File: src/rtl/dsp_slot_scheduler.sv
// dsp_slot_scheduler
//
// Fixed 64-step timing sequencer for an 8-voice sample-synthesis DSP.
// Each enabled clock moves the schedule forward one step. The current step
// decides which unit owns the sample RAM, when each voice begins its decode
// window, and when the DAC latches a finished sample.
//
// Ports
//   clock, reset    system clock; synchronous active-high reset
//   enable          advance permission; the schedule holds while low
//   kon_in/kon_write    key-on mask and its one-cycle write strobe
//   koff_in/koff_write  key-off mask and its one-cycle write strobe
//   aux_req         level request from the auxiliary RAM client
//   major_step      current schedule step, 0..63
//   voice_advance   one-hot pulse that starts voice i's decode window
//   voice_select    voice that owns the RAM address mux
//   ram_owner       0=voice, 1=echo, 2=dir, 3=aux/idle
//   dir_voice       voice whose directory entry is read this sample
//   voice_keyon     key-on pulse, aligned with that voice's voice_advance
//   voice_keyoff    key-off pulse, aligned with that voice's voice_advance
//   sample_strobe   pulse at step 63 that latches the DAC output
//   aux_grant       RAM handed to the auxiliary client this cycle

module dsp_slot_scheduler #(
  parameter int N_VOICES = 8
) (
  input  logic                clock,
  input  logic                reset,
  input  logic                enable,
  input  logic [N_VOICES-1:0] kon_in,
  input  logic                kon_write,
  input  logic [N_VOICES-1:0] koff_in,
  input  logic                koff_write,
  input  logic                aux_req,
  output logic [5:0]          major_step,
  output logic [N_VOICES-1:0] voice_advance,
  output logic [2:0]          voice_select,
  output logic [1:0]          ram_owner,
  output logic [2:0]          dir_voice,
  output logic [N_VOICES-1:0] voice_keyon,
  output logic [N_VOICES-1:0] voice_keyoff,
  output logic                sample_strobe,
  output logic                aux_grant
);

  typedef enum logic [1:0] {
    OWN_VOICE = 2'd0,
    OWN_ECHO  = 2'd1,
    OWN_DIR   = 2'd2,
    OWN_AUX   = 2'd3
  } owner_t;

  owner_t              owner;
  logic                run;
  logic [5:0]          step_plus2;
  logic [N_VOICES-1:0] kon_pend;
  logic [N_VOICES-1:0] koff_pend;

  // Pulses are gated with reset as well as enable, so that the cycle in which
  // reset is sampled emits nothing, even part-way through a sample.
  assign run        = enable & ~reset;
  assign step_plus2 = major_step + 6'd2;

  // Voice i starts at step 4*i-2 (mod 64). Adding 62 and truncating to
  // 6 bits gives the same wrap without any signed arithmetic.
  always_comb begin
    voice_advance = '0;
    for (int i = 0; i < N_VOICES; i++) begin
      if (major_step == 6'(4 * i + 62)) begin
        voice_advance[i] = run;
      end
    end
  end

  // RAM ownership by step. The voice window wraps through step 0, so it runs
  // from 62 up to 29. The +2 offset lines each voice's 4-step RAM slot up
  // with its advance pulse.
  always_comb begin
    owner = OWN_AUX;
    if (major_step >= 6'd62 || major_step <= 6'd29) begin
      owner = OWN_VOICE;
    end else if (major_step >= 6'd33 && major_step <= 6'd40) begin
      owner = OWN_ECHO;
    end else if (major_step >= 6'd41 && major_step <= 6'd46) begin
      owner = OWN_DIR;
    end
  end

  assign ram_owner     = owner;
  assign voice_select  = (owner == OWN_VOICE) ? step_plus2[4:2] : 3'd0;
  assign aux_grant     = aux_req & run & (owner == OWN_AUX);
  assign sample_strobe = run & (major_step == 6'd63);

  // Key events come only from the pending registers, so a write can never
  // reach a pulse output in the cycle it arrives.
  assign voice_keyon  = voice_advance & kon_pend;
  assign voice_keyoff = voice_advance & koff_pend & ~kon_pend;

  // Schedule state and pending key masks. The pending update clears the
  // consumed voice first and then applies the new write. A write that lands
  // on the consume cycle therefore survives and fires one sample later.
  always_ff @(posedge clock) begin
    if (reset) begin
      major_step <= 6'd62;
      dir_voice  <= 3'd0;
      kon_pend   <= '0;
      koff_pend  <= '0;
    end else begin
      if (enable) begin
        major_step <= major_step + 6'd1;
      end
      if (sample_strobe) begin
        dir_voice <= dir_voice + 3'd1;
      end
      kon_pend  <= (kon_pend  & ~voice_advance) | (kon_write  ? kon_in  : '0);
      koff_pend <= (koff_pend & ~voice_advance) | (koff_write ? koff_in : '0);
    end
  end

endmodule

File: config.mk
export PLATFORM = sky130hd
export DESIGN_NAME = dsp_slot_scheduler
export DESIGN_NICKNAME = d
export VERILOG_FILES = /design/src/rtl/dsp_slot_scheduler.sv
export SDC_FILE = /design/constraint.sdc
export NUM_CORES = 1
export LEC_CHECK = 0
export ABC_CLOCK_PERIOD_IN_PS = 5000
export CAP_MARGIN = 30
export CORE_MARGIN = 3
export CORE_UTILIZATION = 46
export DETAILED_ROUTE_END_ITERATION = 10
export PLACE_DENSITY = 0.82
export SLEW_MARGIN = 20
export SYNTH_ARGS = -nofsm -noshare
export SYNTH_HDL_FRONTEND = slang
export SYNTH_SLANG_ARGS = --single-unit
File: constraint.sdc
create_clock -name clock -period 5 [get_ports clock]
set_clock_uncertainty 0.15 [all_clocks]
set_input_delay 0.5 -clock clock [delete_from_list [all_inputs] [get_ports clock]]
set_output_delay 0.5 -clock clock [all_outputs]
set_load 0.1 [all_outputs]
**Word-level counts from Yosys, hierarchy flattened**

Index checks and enable logic that the tools add are counted.

- Logic and storage cells: 55
- ROM bits: 0
- Latch bits: 0
- Bits in writable memories: 0
- Memories: 0
- Flip-flop bits (word level): 25
- Output and inout port bits: 40
- Input port bits: 22

- $add $sub $neg: 3
- Reductions and logical operators: 4
- $lt $le $gt $ge: 6
- Shifts and indexed selects: 0
- Mux-type cells: 14
- Multipliers: 0
- Bitwise operators: 14
- Divide/modulo/power cells: 0
- Eq/ne operators: 10

Operators with widths:

| operator | count |
|---|---|
| 8-bit bitwise AND | 5 |
| 6-bit by 5-bit equality test with 1-bit output, second input constant | 3 |
| 6-bit greater-or-equal comparator, second input constant | 3 |
| 8-bit two-way mux | 2 |
| 8-bit inverter | 2 |
| 8-bit bitwise OR | 2 |
| 6-bit by 4-bit equality test with 1-bit output, second input constant | 2 |
| 6-bit equality test, second input constant | 2 |
| 6-bit <= comparator, second input constant | 2 |
| 1-bit two-way mux | 9 |
| 6-bit by 1-bit adder with 6-bit output, second input constant | 1 |
| 6-bit by 2-bit equality test with 1-bit output, second input constant | 1 |
| 6-bit by 3-bit equality test with 1-bit output, second input constant | 1 |
| 6-bit by 5-bit <= comparator with 1-bit output, second input constant | 1 |
| 5-bit by 2-bit adder with 5-bit output, second input constant | 1 |
| 1-bit bitwise AND | 4 |
| 2-bit two-way mux | 2 |
| 3-bit by 1-bit adder with 3-bit output, second input constant | 1 |
| 3-bit two-way mux | 1 |
| 2-bit equality test, second input constant | 1 |
| 1-bit logical AND | 2 |
| 2-bit logical NOT | 1 |
| 1-bit logical OR | 1 |
| 1-bit inverter | 1 |

**Depth between registers and ports, before layout**

Gate-level depths: netlist of the first run.

- Word-level depth: 7
- Mapped depth: 7
- Gate-level depth less buffers: 6

**Least setup slack after synthesis of the first run**

No wires, ideal clock.

- Path kind: flip-flop to output port
- Start point: register major_step[1]
- End point: output port aux_grant
- Path buffers: 0
- Data arrival time: 4.215 ns
- Required time: 4.350 ns
- Stages on the path, launching flop included: 7
- Setup slack: 0.135 ns
- Cells stage by stage: dfxtp_1 > inv_1 > ha_1 > nor3_1 > a21oi_1 > a22oi_2 > nor3b_2

- Elaborated cells between the ends (all ways): 14
- Those cells by class: order compare: 6; eq/ne: 1; mux: 3; bitwise: 1; reduce/logical: 3

RTL lines:

| item | RTL line | RTL |
|---|---|---|
| from (decl) | 35 | `output logic [5:0] major_step,` |
| from (signal assigned) | 110 | `major_step <= major_step + 6'd1;` |
| 6-bit greater-or-equal comparator or 6-bit <= comparator (tied branches) | 82 | `end else if (major_step >= 6'd33 && major_step <= 6'd40) begin` |
| 1-bit logical AND | 82 |  |
| 2-bit two-way mux | 82 |  |
| 2-bit two-way mux * | 80 | `if (major_step >= 6'd62 \|\| major_step <= 6'd29) begin` |
| named net ram_owner[1] | 38 | `output logic [1:0] ram_owner,` |
| 2-bit equality test * | 91 | `assign aux_grant = aux_req & run & (owner == OWN_AUX);` |
| 1-bit bitwise AND * | 91 |  |
| to (decl) | 43 | `output logic aux_grant` |

Mark *: on every way through the listed nets, which the timed path passes. The rest lies on a longest branch.

**Worst setup path after layout of the first run**

- Start point: register major_step[1]
- End point: output port ram_owner[0]

- Cells in the longest elaborated chain, start to end: 5
- Elaborated cells between the ends (all ways): 12
- Those cells by class: order compare: 6; mux: 3; reduce/logical: 3

RTL lines:

| item | RTL line | RTL |
|---|---|---|
| 6-bit greater-or-equal comparator or 6-bit <= comparator (tied branches) | 84 | `end else if (major_step >= 6'd41 && major_step <= 6'd46) begin` |
| 1-bit logical AND | 84 |  |
| 1-bit two-way mux | 84 |  |
| 2-bit two-way mux | 82 |  |
| 2-bit two-way mux * | 80 |  |
| to (decl) | 38 |  |

Every way passes the cells marked *; elsewhere a longest branch is shown, timed or not.

==> results of run 1 <==
[area by class of cell]
cell class,count,share of cell area (%)
clock buffers,4,1.28
repair buffers,62,27.0
flip-flops and latches,25,24.4
well taps,44,2.69
inverters,21,3.85
multi-input cells,121,40.8
[cells by family after synthesis]
group                    share of synthesized area, %
AND/OR/NAND/NOR                                  29.9
adder cells (fa/ha/maj)                          5.89
flip-flops                                       33.7
XOR/XNOR                                         4.12
buffers and inverters                            10.1
multiplexers                                    0.673
AO/OA/AOI/OAI                                    15.7
[metal layers]
layer / vias to the layer above / global-route usage, %
met5: - / 0
met4: 0 / 4.96
met3: 5 / 3.42
met2: 34 / 31.8
met1: 665 / 24.0
li1: 714 / -
[worst paths after layout]
| check | startpoint | end | slack (ns) | cells past startpoint |
|---|---|---|---|---|
| worst min register to register | koff_pend[3]$_SDFF_PP0_ | koff_pend[3]$_SDFF_PP0_ | 0.35 | 2 |
| worst max-delay path | major_step[1]$_SDFFE_PP1P_ | ram_owner[0] | 1.26 | 7 |
| worst max register to register | major_step[1]$_SDFFE_PP1P_ | kon_pend[7]$_SDFF_PP0_ | 3.18 | 5 |
| worst min-delay path | koff_pend[3]$_SDFF_PP0_ | koff_pend[3]$_SDFF_PP0_ | 0.35 | 2 |
[synthesized netlist by cell type, drive strengths merged]
library cell,n,area (sq um)
a32o,1,10.0
a311oi,1,8.76
o211ai,1,7.51
o311ai,1,16.3
a31oi,1,6.26
ha,7,87.6
nor4b,1,23.8
nor2b,1,6.26
or3b,1,8.76
o32ai,1,8.76
nand4b,1,8.76
nor3,1,5.00
a21boi,1,7.51
dfxtp,25,500
and3,10,62.6
xor2,5,43.8
buf,8,63.8
a211oi,2,20.0
nand4,2,12.5
nand2b,1,6.26
a21oi,2,10.0
and3b,3,26.3
mux2i,1,10.0
o21ai,1,5.00
nand3,9,65.1
nand2,9,33.8
nor3b,3,32.5
clkbuf,2,7.51
and2,4,27.5
xnor2,2,17.5
inv,21,78.8
a22oi,17,133
nor2,30,113
and4bb,1,12.5
[stage by stage]
stage | hold WS, ns | instance area [sq um] | worst slack [ns]
floorplan | 0.307 | 1490 | 0.135
global placement | 0.321 | 2020 | 1.70
detailed placement | 0.325 | 2020 | 1.64
CTS | 0.359 | 2050 | 1.26
global route | 0.402 | 2050 | 1.12
finish | 0.353 | 2050 | 1.26
[power breakdown]
| group | leakage (nW) | switching, mW | internal [mW] | total, mW |
|---|---|---|---|---|
| Sequential | 0.206 | 0.0186 | 0.213 | 0.231 |
| Combinational | 0.769 | 0.163 | 0.0742 | 0.237 |
| Clock | 0.0150 | 0.0579 | 0.0312 | 0.0891 |
| Total | 0.990 | 0.239 | 0.318 | 0.557 |
[critical path: stages (launching register included)]
cell and delay, ns:
sky130_fd_sc_hd__dfxtp_1 0.56, sky130_fd_sc_hd__inv_1 0.15, sky130_fd_sc_hd__ha_1 0.25, sky130_fd_sc_hd__or3b_1 0.36, sky130_fd_sc_hd__nand4_1 0.10, sky130_fd_sc_hd__a311oi_1 0.07
sky130_fd_sc_hd__nor2_1 0.12, sky130_fd_sc_hd__clkdlybuf4s50_1 1.15
[state kept, by name (all words and copies together), names as in the netlist]
signal,count
koff_pend,8
major_step,6
dir_voice,3
kon_pend,8
==> flow_metrics.env, run 1 <==
export IMPL_final_cell_mix="sky130_fd_sc_hd__clkdlybuf4s50_1, sky130_fd_sc_hd__nor2_1, sky130_fd_sc_hd__buf_4"
export IMPL_grt_setup_unrepaired="no"
export IMPL_final_core_utilization_pct=66.6
export IMPL_antenna_found_initial=0
export IMPL_tritoncts="yes"
export IMPL_flip_flop_and_latch_count_after_synthesis=25
export IMPL_fin_total_pwr_mw=0.557
export IMPL_final_nets=263
export IMPL_vias_per_cell=5.12
export IMPL_yosysUniqueCellTypes=42
export IMPL_m1WireLength_mm=1.65
export IMPL_synthToLayoutAreaGrowth_pct=37.9
export IMPL_top_level_ports=62
export IMPL_multi_input_area_sq_um=836
export IMPL_timing_setup_critical_path_class="flip-flop to output port"
export IMPL_port_buffer_count=61
export IMPL_worstSetupEndpointType="output port"
export IMPL_gp_congestion=0.871
export IMPL_postCtsSetupRepairBufs=0
export IMPL_critical_path_arrival_ns=3.09
export IMPL_seq_area_frac_synth_pct=33.7
export IMPL_leading_cell_type_in_the_layout_fill_and_taps_excluded="sky130_fd_sc_hd__clkdlybuf4s50_1"
export IMPL_final_cell_count_no_fill=277
export IMPL_dieWidth_microns=62.8
export IMPL_worst_pin_slew_ns=0.981
export IMPL_setup_viol=0
export IMPL_antenna_left=0
export IMPL_crit_required_ns=4.35
export IMPL_register_cell_area_after_layout_sq_um=500
export IMPL_floorplan_core_area_sq_um=3080
export IMPL_rows=20
export IMPL_uppermost_layer_routed="met4"
export IMPL_post_route_min_period_ns=3.74
export IMPL_grt_pass1_wl_mm=6.00
export IMPL_post_synth_inst_count=177
export IMPL_max_cap_violations=0
export IMPL_number_of_hold_violations_in_the_final_report=0
export IMPL_holdCritPathClass="flip-flop to flip-flop"
export IMPL_clk_root_buffer_cell="sky130_fd_sc_hd__clkbuf_4"
export IMPL_grt_use_total_pct=18.6
export IMPL_synth_cell_area_sq_um=1490
export IMPL_layout_cell_share_with_drive_strength_beyond_1_pct=19.7
export IMPL_ys_warnings_count=0
export IMPL_critical_path_startpoint_type="flip-flop"
export IMPL_global_route_overflow_total=0
export IMPL_count_of_inserted_antenna_diode_cells=0
export IMPL_hold_buffers=0
export IMPL_drt_iter0_markers=42
export IMPL_power_density_nw_per_um2=272
export IMPL_average_cell_area_after_synthesis_sq_um=8.40
export IMPL_fillerInstances=279
export IMPL_timing_final_crit_share_pct=74.8
export IMPL_path_clk_slew_ns=0.13
export IMPL_synth_net_count=206
export IMPL_totalNegativeSetupSlack_ns=0
export IMPL_worst_ir_drop_vdd_v=0.000172
export IMPL_drt_total_wl_mm=3.61
export IMPL_htree_levels=1
export IMPL_clk_latency_ns=0.32
export IMPL_number_of_global_route_vias_before_repair=1327
export IMPL_hpwlAfterDp_mm=2.72
export IMPL_cts_repair_resized=0
export IMPL_status="finished, final reports clean"
export IMPL_clock_sinks=25
export IMPL_routed_wl_met3_microns=122
export IMPL_slew_viol_final=0
export IMPL_routed_wire_length_per_instance_microns=13.0
export IMPL_worst_slew_margin_rel_pct=34.4
export IMPL_cts_buffers=3
export IMPL_dr_wl_met2_mm=1.80
export IMPL_grt_max_degree=25
export IMPL_max_clock_freq_mhz=267
export IMPL_placedCellCount=273
export IMPL_route_detailed_drc=0
export IMPL_drt_first_pass_iters=4
export IMPL_crit_fanout=9
export IMPL_initial_core_util_pct=48.3
export IMPL_power_leakage_nw=0.990
export IMPL_vias=1418
export IMPL_die_area_sq_um=3950
export IMPL_max_clock_path_buffers=2
export IMPL_die_y_microns=62.8
Note: power is estimated with default switching activity, not from simulation.
==> run 2, diff against run 1 <==
--- a/config.mk
+++ b/config.mk
@@ -5,12 +5,12 @@
 export SDC_FILE = /design/constraint.sdc
 export NUM_CORES = 1
 export LEC_CHECK = 0
-export ABC_CLOCK_PERIOD_IN_PS = 5000
+export ABC_CLOCK_PERIOD_IN_PS = 3000
 export CAP_MARGIN = 30
 export CORE_MARGIN = 3
-export CORE_UTILIZATION = 46
+export CORE_UTILIZATION = 38
 export DETAILED_ROUTE_END_ITERATION = 10
-export PLACE_DENSITY = 0.82
+export PLACE_DENSITY = 0.72
 export SLEW_MARGIN = 20
 export SYNTH_ARGS = -nofsm -noshare
 export SYNTH_HDL_FRONTEND = slang
==> constraint.sdc (replaced) <==
create_clock -name clock -period 3 [get_ports clock]
set_clock_uncertainty 0.15 [all_clocks]
set_input_delay 0.3 -clock clock [delete_from_list [all_inputs] [get_ports clock]]
set_output_delay 0.3 -clock clock [all_outputs]
set_load 0.1 [all_outputs]
==> run 2 against run 1 <==
Clock power up 120%; wire length up 10%; highest routed layer unchanged; non-clock buffer count up 1; register-to-register slack worse by 1.7 ns; global-route usage down 1.3 points; critical endpoint is now aux_grant; clock-buffer cell count unchanged.
==> flow_metrics.env, run 2 (synthesized netlist as in run 1, its figures left out) <==
export IMPL_worst_r2r_cell_count=4
export IMPL_hpwlAfterDp_mm=3.15
export IMPL_slew_viol_final=0
export IMPL_drt_iter0_markers=75
export IMPL_top_level_ports=62
export IMPL_number_of_global_route_vias_before_repair=1295
export IMPL_die_y_microns=68.5
export IMPL_gp_congestion=0.758
export IMPL_worst_ir_drop_vdd_v=0.000392
export IMPL_worst_slew_margin_rel_pct=56.0
export IMPL_drt_total_wl_mm=3.98
export IMPL_grt_setup_unrepaired="no"
export IMPL_clock_sinks=25
export IMPL_antenna_left=0
export IMPL_placed_cell_area_sq_um=2430
export IMPL_finalInstanceArea_sq_um=2480
export IMPL_worstSetupEndpointType="output port"
export IMPL_holdCritPathClass="flip-flop to flip-flop"
export IMPL_cts_buffers=3
export IMPL_initial_core_util_pct=40.0
export IMPL_drt_first_pass_iters=4
export IMPL_max_clock_freq_mhz=391
export IMPL_max_cap_violations=0
export IMPL_critical_path_arrival_ns=2.11
export IMPL_clk_latency_ns=0.26
export IMPL_synthToLayoutAreaGrowth_pct=66.6
export IMPL_post_route_min_period_ns=2.56
export IMPL_final_core_utilization_pct=66.6
export IMPL_final_nets=264
export IMPL_crit_fanout=9
export IMPL_worst_pin_slew_ns=0.655
export IMPL_cts_repair_resized=0
export IMPL_final_cell_mix="sky130_fd_sc_hd__nor2_1, sky130_fd_sc_hd__buf_12, sky130_fd_sc_hd__clkdlybuf4s50_1"
export IMPL_holdPathStages=2
export IMPL_path_clk_slew_ns=0.08
export IMPL_number_of_hold_violations_in_the_final_report=0
export IMPL_grt_pass1_wl_mm=6.20
export IMPL_power_leakage_nw=1.08
export IMPL_layout_cell_share_with_drive_strength_beyond_1_pct=35.5
export IMPL_floorplan_core_area_sq_um=3720
export IMPL_leading_cell_type_in_the_layout_fill_and_taps_excluded="sky130_fd_sc_hd__nor2_1"
export IMPL_postCtsSetupRepairBufs=0
export IMPL_crit_required_ns=2.55
export IMPL_hold_buffers=0
export IMPL_tritoncts="yes"
export IMPL_worst_slack_ns=0.439
export IMPL_rows=22
export IMPL_grt_use_total_pct=17.3
export IMPL_htree_levels=1
export IMPL_vias_per_cell=5.07
export IMPL_routed_wire_length_per_instance_microns=14.1
export IMPL_power_density_nw_per_um2=403
export IMPL_status="finished, final reports clean"
export IMPL_critical_path_startpoint_type="flip-flop"
export IMPL_grt_max_degree=19
export IMPL_clk_root_buffer_cell="sky130_fd_sc_hd__clkbuf_8"
export IMPL_port_buffer_count=61
export IMPL_route_detailed_drc=0
export IMPL_setup_viol=0
export IMPL_dp_worst_setup_slack_ns=0.631
export IMPL_totalNegativeSetupSlack_ns=0
export IMPL_largestRegisters="koff_pend (8), kon_pend (8), major_step (6)"
export IMPL_max_clock_path_buffers=2
export IMPL_dieWidth_microns=68.5
export IMPL_vias=1431
export IMPL_die_area_sq_um=4700
export IMPL_global_route_overflow_total=0
export IMPL_timing_hold_ws_ns=0.348
export IMPL_antenna_found_initial=0
export IMPL_timing_setup_critical_path_class="flip-flop to output port"
export IMPL_count_of_inserted_antenna_diode_cells=0
export IMPL_timing_final_crit_share_pct=85.4
run 2: path summary, 6_finish.rpt:
kind,slack (ns),endpoint,from
max,0.44,aux_grant,major_step[1]$_SDFFE_PP1P_
min,0.35,koff_pend[3]$_SDFF_PP0_,koff_pend[3]$_SDFF_PP0_
max reg2reg,1.50,koff_pend[1]$_SDFF_PP0_,major_step[4]$_SDFFE_PP1P_
min reg2reg,0.35,koff_pend[3]$_SDFF_PP0_,koff_pend[3]$_SDFF_PP0_
run 2: layout make-up:
class	count	area [sq um]
timing repair buffer	63	851
tap	48	60.1
inverter	21	83.8
multi-input combinational	121	918
clock buffer	4	45.0
fill	300	1240
sequential	25	518
run 2: worst max-delay path: stages, from the launching register on:
cell and delay (ns):
sky130_fd_sc_hd__dfxtp_4 0.43, sky130_fd_sc_hd__inv_4 0.07, sky130_fd_sc_hd__ha_2 0.20, sky130_fd_sc_hd__or3b_1 0.16
sky130_fd_sc_hd__nand4_1 0.09, sky130_fd_sc_hd__a311oi_1 0.59, sky130_fd_sc_hd__nor3b_4 0.11, sky130_fd_sc_hd__buf_12 0.19
run 2: report_power, final:
part | switching (mW) | internal [mW]
logic | 0.280 | 0.136
registers | 0.0346 | 0.355
clock network | 0.0973 | 0.0947
total | 0.412 | 0.585
run 2: stage by stage:
stage,total power [mW],cells
floorplan,0.718,177
global placement,0.810,278
detailed placement,0.813,278
CTS,1.01,282
global route,1.05,282
finish,0.997,282
run 2: per-layer routing:
metal | wire, microns | vias to the layer above | part of all wire (%) | GRT usage, %
met5 | 0 | - | 0 | 0
met3 | 210 | 4 | 5.3 | 4.05
met1 | 1720 | 669 | 43 | 22.6
li1 | - | 721 | - | -
met2 | 2010 | 37 | 50 | 28.8
met4 | 42 | 0 | 1.1 | 3.97
==> run 3, diff against run 2 <==
--- a/config.mk
+++ b/config.mk
@@ -10,7 +10,8 @@
 export CORE_MARGIN = 3
 export CORE_UTILIZATION = 38
 export DETAILED_ROUTE_END_ITERATION = 10
-export PLACE_DENSITY = 0.72
+export HOLD_SLACK_MARGIN = 0.02
+export PLACE_DENSITY = 0.75
 export SLEW_MARGIN = 20
 export SYNTH_ARGS = -nofsm -noshare
 export SYNTH_HDL_FRONTEND = slang
==> run 3 against run 2 <==
Clock-buffer cell count unchanged; register-to-register slack about the same; global-route usage down 0.28 points; sequential share of layout area up 0.064 points; worst setup slack better by 0.015 ns; critical path depth down 1; wire length down 3.7%; maximum frequency up 0.58%; non-clock buffer count down 1; core utilization down 0.20 points; via count down 0.63%; clock power up 2%; largest cell class unchanged.
==> flow_metrics.env, run 3 (synthesized netlist as in run 1, its figures left out) <==
export IMPL_status="finished, final reports clean"
export IMPL_grt_use_total_pct=17.0
export IMPL_sequential_fraction_of_design_power_pct=38.9
export IMPL_slew_viol_final=0
export IMPL_power_leakage_nw=1.08
export IMPL_hpwlAfterDp_mm=3.07
export IMPL_dp_worst_setup_slack_ns=0.469
export IMPL_holdCritPathClass="flip-flop to flip-flop"
export IMPL_clock_sinks=25
export IMPL_timing_final_crit_share_pct=84.9
export IMPL_final_core_utilization_pct=66.4
export IMPL_leading_cell_type_in_the_layout_fill_and_taps_excluded="sky130_fd_sc_hd__nor2_1"
export IMPL_gp_congestion=0.779
export IMPL_count_of_inserted_antenna_diode_cells=0
export IMPL_number_of_hold_violations_in_the_final_report=0
export IMPL_vias=1422
export IMPL_clk_root_buffer_cell="sky130_fd_sc_hd__clkbuf_8"
export IMPL_max_cap_violations=0
export IMPL_post_route_min_period_ns=2.55
export IMPL_power_combinational_fraction_pct=41.5
export IMPL_worst_ir_drop_vdd_v=0.000261
export IMPL_worst_pin_slew_ns=0.620
export IMPL_timing_hold_ws_ns=0.348
export IMPL_rows=22
export IMPL_grt_setup_unrepaired="no"
export IMPL_worst_slack_ns=0.454
export IMPL_holdPathStages=2
export IMPL_finalInstanceArea_sq_um=2470
export IMPL_die_y_microns=68.5
export IMPL_vias_per_cell=5.06
export IMPL_clkPwrFrac_pct=19.6
export IMPL_max_clock_path_buffers=2
export IMPL_routed_wire_length_per_instance_microns=13.6
export IMPL_top_level_ports=62
export IMPL_die_area_sq_um=4700
export IMPL_drt_iter0_markers=70
export IMPL_floorplan_core_area_sq_um=3720
export IMPL_grt_pass1_wl_mm=6.05
export IMPL_dieWidth_microns=68.5
export IMPL_crit_fanout=11
export IMPL_final_cell_mix="sky130_fd_sc_hd__nor2_1, sky130_fd_sc_hd__buf_12, sky130_fd_sc_hd__clkdlybuf4s50_1"
export IMPL_power_density_nw_per_um2=405
export IMPL_p_sw_mw=0.416
export IMPL_layout_cell_share_with_drive_strength_beyond_1_pct=35.2
export IMPL_worst_slew_margin_rel_pct=58.4
export IMPL_worstSetupEndpointType="output port"
export IMPL_placed_cell_area_sq_um=2420
export IMPL_antenna_left=0
export IMPL_drt_first_pass_iters=4
export IMPL_cts_buffers=3
export IMPL_path_clk_slew_ns=0.08
export IMPL_largestRegisters="koff_pend (8), kon_pend (8), major_step (6)"
export IMPL_worst_hold_path_endpoint="koff_pend[5]$_SDFF_PP0_"
export IMPL_cell_internal_pwr_mw=0.585
export IMPL_antenna_found_initial=0
export IMPL_worst_r2r_cell_count=4
export IMPL_multi_input_area_sq_um=918
export IMPL_cts_repair_resized=0
export IMPL_global_route_overflow_total=0
export IMPL_clk_latency_ns=0.27
export IMPL_htree_levels=1
export IMPL_route_detailed_drc=0
export IMPL_reg2reg_from="major_step[4]$_SDFFE_PP1P_"
export IMPL_hold_buffers=0
export IMPL_fillerInstances=301
export IMPL_critical_path_arrival_ns=2.10
export IMPL_setup_viol=0
export IMPL_port_buffer_count=61
export IMPL_grt_max_degree=17
export IMPL_crit_required_ns=2.55
export IMPL_hp_start="koff_pend[5]$_SDFF_PP0_"
export IMPL_number_of_global_route_vias_before_repair=1317
export IMPL_rrSetupSlack_ns=1.49
export IMPL_final_nets=263
export IMPL_initial_core_util_pct=40.0
export IMPL_timing_setup_critical_path_class="input port to output port"
export IMPL_critical_path_startpoint_type="input port"
export IMPL_postCtsSetupRepairBufs=0
export IMPL_tritoncts="yes"
export IMPL_max_clock_freq_mhz=393
export IMPL_swShare_pct=41.5
export IMPL_drt_total_wl_mm=3.83
export IMPL_crit_reg2reg_capture="kon_pend[1]$_SDFF_PP0_"
export IMPL_register_cell_area_after_layout_sq_um=518
export IMPL_synthToLayoutAreaGrowth_pct=66.1
==> run 3: critical path, stage by stage <==
cell,delay (ns)
sky130_fd_sc_hd__clkdlybuf4s50_1,0.71
sky130_fd_sc_hd__nor4b_4,0.34
sky130_fd_sc_hd__nand3_1,0.20
sky130_fd_sc_hd__inv_1,0.15
sky130_fd_sc_hd__and3_2,0.22
sky130_fd_sc_hd__buf_12,0.17
==> run 3: worst max-delay path by stage <==
| stage | to | cells past startpoint | start |
|---|---|---|---|
| 6_report | voice_keyoff[4] | 6 | enable |
| 2_1_floorplan | aux_grant | 7 | major_step[2]$_SDFFE_PP1P_ |
| 3_3_place_gp | voice_keyoff[4] | 6 | enable |
| 3_5_place_dp | voice_keyoff[4] | 6 | enable |
| 5_1_grt | ram_owner[0] | 7 | major_step[1]$_SDFFE_PP1P_ |
| 4_1_cts | aux_grant | 7 | major_step[1]$_SDFFE_PP1P_ |
==> run 3: layout make-up <==
| cell class | instances | area share [%] |
|---|---|---|
| multi-input combinational | 121 | 37.2 |
| sequential | 25 | 21.0 |
| tap | 48 | 2.43 |
| inverter | 21 | 3.40 |
| clock buffer | 4 | 1.82 |
| timing repair buffer | 62 | 34.2 |
==> run 3: through the flow <==
stage	setup TNS, ns	power, mW	cells
floorplan	-0.474	0.718	177
global placement	0	0.810	277
detailed placement	0	0.812	277
CTS	0	1.01	281
global route	0	1.05	281
finish	0	1.00	281
==> run 3: power by group through the flow <==
stage / logic, mW / registers (mW) / clock network, mW
final: 0.415 / 0.389 / 0.196
after global routing: 0.438 / 0.394 / 0.217
after CTS: 0.417 / 0.389 / 0.204
after detailed placement: 0.416 / 0.397 / 0
after global placement: 0.414 / 0.397 / 0
after floorplan: 0.283 / 0.435 / 0
==> run 3: layer usage <==
metal / wire (microns) / up-vias / part of all wire, % / global-route usage [%]
li1: - / 719 / - / -
met3: 214 / 5 / 5.6 / 3.73
met1: 1700 / 662 / 44 / 21.4
met2: 1870 / 36 / 49 / 28.5
met4: 50 / 0 / 1.3 / 5.96
met5: 0 / - / 0 / 0
